===== src/rtl/bist_session_ctrl.sv =====
// Sequencer for one signature-based BIST session: resets the CUT/MISR, walks the pattern
// memory with a programmable settle time, compacts once per pattern and checks the signature.
module bist_session_ctrl #(
    parameter int OUT_W        = 14,
    parameter int ADDR_W       = 8,
    parameter int NUM_PATTERNS = 225,
    parameter int SETTLE       = 2
) (
    input  logic              clk,
    input  logic              reset,
    input  logic              start,
    input  logic              abort,
    input  logic [OUT_W-1:0]  golden_sig,
    input  logic [OUT_W-1:0]  misr_sig,
    input  logic [OUT_W-1:0]  cut_out,
    input  logic [OUT_W-1:0]  gold_out,
    output logic [ADDR_W-1:0] pat_addr,
    output logic              pat_valid,
    output logic              cut_reset,
    output logic              misr_clr,
    output logic              misr_en,
    output logic              busy,
    output logic              done,
    output logic              pass,
    output logic              mismatch,
    output logic [ADDR_W-1:0] first_fail
);

    typedef enum logic [2:0] {
        S_IDLE,
        S_CLR,
        S_APPLY,
        S_CAPTURE,
        S_COMPARE,
        S_DONE
    } state_t;

    localparam int CNT_W = (SETTLE > 1) ? $clog2(SETTLE) : 1;
    localparam logic [CNT_W-1:0]  SETTLE_LAST = CNT_W'(SETTLE - 1);
    localparam logic [ADDR_W-1:0] LAST_ADDR   = ADDR_W'(NUM_PATTERNS - 1);

    state_t              state_q, state_d;
    logic [CNT_W-1:0]    settle_q, settle_d;
    logic [ADDR_W-1:0]   pat_addr_q, pat_addr_d;
    logic                mismatch_q, mismatch_d;
    logic [ADDR_W-1:0]   first_fail_q, first_fail_d;
    logic                pass_q, pass_d;

    always_ff @(posedge clk or negedge reset) begin
        if (!reset) begin
            state_q      <= S_IDLE;
            settle_q     <= '0;
            pat_addr_q   <= '0;
            mismatch_q   <= 1'b0;
            first_fail_q <= '0;
            pass_q       <= 1'b0;
        end else begin
            state_q      <= state_d;
            settle_q     <= settle_d;
            pat_addr_q   <= pat_addr_d;
            mismatch_q   <= mismatch_d;
            first_fail_q <= first_fail_d;
            pass_q       <= pass_d;
        end
    end

    always_comb begin
        state_d      = state_q;
        settle_d     = settle_q;
        pat_addr_d   = pat_addr_q;
        mismatch_d   = mismatch_q;
        first_fail_d = first_fail_q;
        pass_d       = pass_q;

        case (state_q)
            S_IDLE: begin
                if (start && !abort) begin
                    state_d = S_CLR;
                end
            end
            S_CLR: begin
                state_d      = S_APPLY;
                settle_d     = '0;
                pat_addr_d   = '0;
                mismatch_d   = 1'b0;
                first_fail_d = '0;
                pass_d       = 1'b0;
            end
            S_APPLY: begin
                if (settle_q == SETTLE_LAST) begin
                    state_d = S_CAPTURE;
                end else begin
                    settle_d = settle_q + CNT_W'(1);
                end
            end
            S_CAPTURE: begin
                // Only the first failing pattern is recorded for the fault dictionary.
                if ((cut_out != gold_out) && !mismatch_q) begin
                    mismatch_d   = 1'b1;
                    first_fail_d = pat_addr_q;
                end
                if (pat_addr_q == LAST_ADDR) begin
                    state_d = S_COMPARE;
                end else begin
                    state_d    = S_APPLY;
                    pat_addr_d = pat_addr_q + ADDR_W'(1);
                    settle_d   = '0;
                end
            end
            S_COMPARE: begin
                pass_d  = (misr_sig == golden_sig);
                state_d = S_DONE;
            end
            S_DONE: begin
                if (start) begin
                    state_d = S_CLR;
                end
            end
            default: begin
                state_d = S_IDLE;
            end
        endcase

        if (abort && (state_q != S_IDLE)) begin
            state_d      = S_IDLE;
            settle_d     = '0;
            pat_addr_d   = '0;
            mismatch_d   = 1'b0;
            first_fail_d = '0;
            pass_d       = 1'b0;
        end
    end

    always_comb begin
        cut_reset = (state_q == S_CLR);
        misr_clr  = (state_q == S_CLR);
        pat_valid = (state_q == S_APPLY) || (state_q == S_CAPTURE);
        misr_en   = (state_q == S_CAPTURE);
        busy      = (state_q == S_CLR) || (state_q == S_APPLY) ||
                    (state_q == S_CAPTURE) || (state_q == S_COMPARE);
        done      = (state_q == S_DONE);
    end

    assign pat_addr   = pat_addr_q;
    assign mismatch   = mismatch_q;
    assign first_fail = first_fail_q;
    assign pass       = pass_q;

endmodule


===== config.mk =====
export PLATFORM = sky130hd
export DESIGN_NAME = bist_session_ctrl
export DESIGN_NICKNAME = d
export VERILOG_FILES = /design/src/rtl/bist_session_ctrl.sv
export SDC_FILE = /design/constraint.sdc
export NUM_CORES = 1
export LEC_CHECK = 0
export BUFFER_PORTS_ARGS = -buffer_cell sky130_fd_sc_hd__buf_2
export CORE_UTILIZATION = 31
export DETAILED_ROUTE_END_ITERATION = 7
export PLACE_DENSITY_LB_ADDON = 0.25
export SLEW_MARGIN = 15
export SYNTH_ARGS = -nofsm -noshare
export SYNTH_HDL_FRONTEND = slang
export SYNTH_SLANG_ARGS = --single-unit

===== constraint.sdc =====
create_clock -name clk -period 2.3 [get_ports clk]
set_input_delay 0.345 -clock clk [delete_from_list [all_inputs] [get_ports clk]]
set_output_delay 0.345 -clock clk [all_outputs]
set_load 0.01 [all_outputs]

## Yosys cells after proc, flatten, opt, wreduce, memory -nomap -nowiden

Index checks and enable logic that the tools add are counted.
Widths: inputs -> output; s select.

- Register bits: 22
- Bits of input ports: 60
- Output and inout port bits: 24
- Logic and storage cells: 60

- Add/sub/neg operators: 2
- Eq/ne operators: 13
- Muxes and demuxes: 21
- Reduce and logical (&&, ||, !) cells: 18

Operators with widths:

| cell | count |
|---|---|
| $mux 8 | 4 |
| $pmux 8 s2 | 2 |
| $pmux 3 s6 | 1 |
| $mux 3 | 5 |
| $eq 14x14->1 | 1 |
| $ne 14x14->1 | 1 |
| $reduce_bool 3->1 | 3 |
| $add 8x1->8 const B | 1 |
| $eq 8x8->1 const B | 1 |
| $eq 3x2->1 const B | 2 |
| $eq 3x3->1 const B | 2 |
| $mux 1 | 6 |
| $ne 3x2->1 const B | 2 |
| $ne 3x3->1 const B | 2 |
| $reduce_and 2->1 | 3 |
| $logic_or 1x1->1 | 4 |
| $pmux 1 s2 | 2 |
| $reduce_bool 4->1 | 1 |
| $eq 3x1->1 const B | 1 |
| $logic_and 1x1->1 | 3 |
| $logic_not 3->1 | 1 |
| $ne 3x1->1 const B | 1 |
| $pmux 1 s3 | 1 |
| $reduce_and 3->1 | 1 |
| other kinds (2) | 3 |

## Depth between registers and ports, before layout

- Depth after elaboration: 5
- Mapped depth: 7
- Gate-level depth less buffers: 7

## Worst setup path before layout

OpenSTA, ideal clock, no wires.

- Path type: flip-flop to flip-flop
- Start: register pat_addr_q[3] (netlist: pat_addr[3])
- End: register pat_addr_q[7] (netlist: pat_addr[7])
- Arrival time: 1617 ps
- Required time: 2190 ps
- Path slack: 572 ps
- Stages on the path, launching flop included: 6
- Path buffers: 0
- Clock period less this slack: 1728 ps
- Cells stage by stage: dfrtp_1 > or4b_4 > nor3_4 > o32a_4 > o21ai_0 > o41ai_1

- Longest elaborated chain between the ends: 4
- Elaborated cells between the ends (all ways): 7
- Classes of those cells: add/sub: 1; eq/ne: 2; mux: 3; reduce/logical: 1

RTL lines:

| element | line | text |
|---|---|---|
| start: declaration | 44 | `logic [ADDR_W-1:0] pat_addr_q, pat_addr_d;` |
| start signal: assignment | 60 | `pat_addr_q <= pat_addr_d;` |
| $add 8x1->8 | 106 | `pat_addr_d = pat_addr_q + ADDR_W'(1);` |
| $mux 8 | 102 | `if (pat_addr_q == LAST_ADDR) begin` |
| $pmux 8 s2 | 75 | `case (state_q)` |
| $mux 8 | 124 | `if (abort && (state_q != S_IDLE)) begin` |

Parallel ways exist; a longest one is shown, timed or not. The select of a mux whose other input is x is not followed.
A chain may end at the register's enable or synchronous reset.

## Worst setup path after layout

Same ends and word-level chain as after synthesis.

==> results.py <==
metrics = {
    "placed_design": {
        "portBuffers": 83,
        "dpl.hpwl_um": 2780,
        "place.gp.congestion": 0.809,
        "placed_cell_area_um2": 1900,
    },
    "routing": {
        "routed_wl_um": 3480,
        "routedWlPerCell_um": 12.2,
        "dr.pass1.iters": 4,
        "vias": 1395,
        "initialDrtViolationCount": 61,
        "antenna_left": 0,
        "routed_via_density": 4.88,
        "drc": 0,
    },
    "cells_and_area": {
        "antenna_cells": 0,
        "synthToLayoutAreaGrowth_pct": 39.0,
        "drive_gt1_share_pct": 40.2,
        "postLayoutCellArea_um2": 1970,
        "nNetsFinal": 297,
    },
    "setup_path": {
        "critPathLaunch": "pat_addr[3]",
        "crit_family": "simple AND/OR/NAND/NOR gates",
        "cpMaxStageDelayCell": "or4b_4",
        "crit_buf_inv": 0,
        "path_cells": "or4b_4 -> nor3_4 -> o32a_4 -> o21ai_0 -> o41ai_1",
        "critical_path.max_fanout": 9,
        "critPathLaunchType": "flop",
        "end_kind": "flop",
        "arrival_ps": 2020,
        "rr_startpoint": "pat_addr[3]",
        "cp.required_ps": 2450,
        "path_class": "flop to flop",
        "max_stage_delay_ps": 580,
    },
    "global_routing": {
        "grt_pass1_wl_um": 6110,
        "grt_usage_pct": 15.0,
        "grt_busiest_layer": "met2",
        "grtUsageMet3_pct": 3.34,
        "grt-ovfl-total": 0,
        "grt_pass1_vias": 1345,
        "use_met1_pct": 20.1,
        "met2_usage_pct": 26.2,
        "antenna_found_initial": 0,
        "grt_max_degree": 23,
    },
    "power": {
        "leakagePower_uw": 0.000990,
        "p_total_uw": 972,
        "powerDensity_nw_per_um2": 493,
        "ir_worst_vdd_uv": 280,
    },
    "flow_run": {
        "cap_violations": 0,
    },
    "timing": {
        "tns_ps": 0,
        "whs_ps": 37.3,
        "fin_crit_ps": 1870,
        "relSlewSlack_pct": 64.9,
        "hold_viol_final": 0,
        "fmax_mhz": 535,
        "slew_violations": 0,
        "setup_violations": 0,
        "rsz0062_at_grt": "no",
        "fin_crit_sh_pct": 81.3,
        "finalClockSkew_ps": 5.07,
        "worstMarginPinSlew_ps": 524,
    },
    "yosys": {
        "synthArstFlopShare_pct": 100,
        "synth-seq-cells": 22,
        "synth_top_area_share_pct": 38.8,
        "yosysMostFrequentCell": "xnor2_1",
        "netlist_instances": 148,
        "netlist_top_cells_count": "xnor2_1, dfrtp_1, nand2_1, nor2_1, a22o_1",
        "synth_area_leaders": "dfrtp_1, xnor2_1, a22o_1, nand4_1, xor2_1",
        "ys.warnings.count": 0,
        "avgSynthCellArea_um2": 9.58,
        "ys_types": 36,
        "synth_edf_count": 0,
        "syn-cell-area_um2": 1420,
        "synth_area_leader_cell": "dfrtp_1",
        "synth_seq_area_share_pct": 38.8,
        "ys.flop_type": "dfrtp_1",
        "synth_nets": 210,
    },
    "die": {
        "die_x_um": 69.6,
        "start_util_pct": 32.3,
        "core_area_um2": 4380,
        "die-area_um2": 4850,
        "std_cell_rows": 24,
        "io_pins": 84,
        "fp.dieH_um": 69.6,
    },
    "clocking": {
        "cts_setup_buffers": 0,
        "ctsHoldBuffers": 0,
        "cts-resized-gates": 0,
        "numCtsBuffers": 3,
        "clock_latency_ps": 260,
        "clockRootBuffer": "clkbuf_8",
        "clk_pin_slew_ps": 80,
        "cts_tree": "built",
        "clock-sinks": 22,
        "htreeDepth": 1,
        "cts_buffer_depth": 2,
    },
    "worst_hold_path": {
        "hp-class": "input pin to async pin",
    },
    "status": {
        "status": "completed",
    },
}
## through the flow
| step | utilization, % | instances | setup slack [ps] |
|---|---|---|---|
| floorplan | - | 148 | 572 |
| global placement | 43.3 | 282 | 511 |
| detailed placement | 43.3 | 282 | 476 |
| CTS | 44.9 | 286 | 432 |
| global route | 44.9 | 286 | 342 |
| finish | 44.9 | 286 | 429 |
## power breakdown
group          leakage, uW  switching (uW)  internal (uW)  total [uW]
Sequential        0.000303            13.6            399         412
Combinational     0.000652            96.2            103         200
Clock            0.0000357             127            232         360
Total             0.000990             237            735         972
## per-layer routing
| metal | routed length (um) | part of all wire [%] |
|---|---|---|
| met1 | 1630 | 47 |
| met2 | 1700 | 49 |
| met5 | 0 | 0 |
| met3 | 156 | 4.5 |
| met4 | 0 | 0 |
## cell usage in the layout, fill, tap and decap left out
cell       instances
nor3_1             3
o41ai_1            2
inv_1              5
mux2i_1            1
nor3_4             1
a22o_1             8
nand2b_1           3
nand3_1            3
o211ai_1           1
o21ai_1            6
nor2b_1            1
a21oi_1            3
nand3b_1           1
a2111oi_0          1
nor3_2             1
a31oi_1            3
nor4_1             2
o31ai_1            2
and3_1             4
or4b_4             1
bufinv_16          1
xor2_1             5
a32o_1             1
clkbuf_8           3
o21ai_0            5
and2_1             1
dfrtp_1           22
xnor2_1           25
buf_2             83
a21o_1             2
nand2_1           10
o32a_4             1
o22a_1             1
nor2_1            10
ha_1               2
buf_4              3
nand4_1            7
## state kept, by name (all words and copies together), names as in the netlist
signal	count
state_q	3
pass	1
settle_q	1
pat_addr	8
first_fail	8
mismatch	1
## kinds of logic after synthesis
family	after synthesis	synth area share [%]
and+or+nand+nor	48	18.7
AOI/OAI and AO/OA	36	18.6
xor gates and xnor gates	30	18.5
DFF	22	38.8
buffers and inverters	9	2.82
adders and majority gates	2	1.76
muxes	1	0.706
## worst paths after layout
| kind | endpoint | slack (ps) | cells after the start |
|---|---|---|---|
| worst min register to register | first_fail[0] | 500 | 1 |
| min in group clk | state_q[0] | 280 | 2 |
| worst min-delay path | pat_addr[7] | 40 | 1 |
| max in group asynchronous | state_q[0] | 1920 | 1 |
| worst max register to register | pat_addr[7] | 430 | 5 |
| worst max-delay path | pat_addr[7] | 430 | 5 |
## cell type report
cell class / instances / area [um2]
well taps: 52 / 65.1
multi-input cells: 117 / 827
fillers: 454 / 2410
repair buffers: 86 / 438
clock inverters: 1 / 30.0
flip-flops and latches: 22 / 551
inverters: 5 / 18.8
clock buffers: 3 / 41.3
Note: power is estimated with default switching activity, not from simulation.
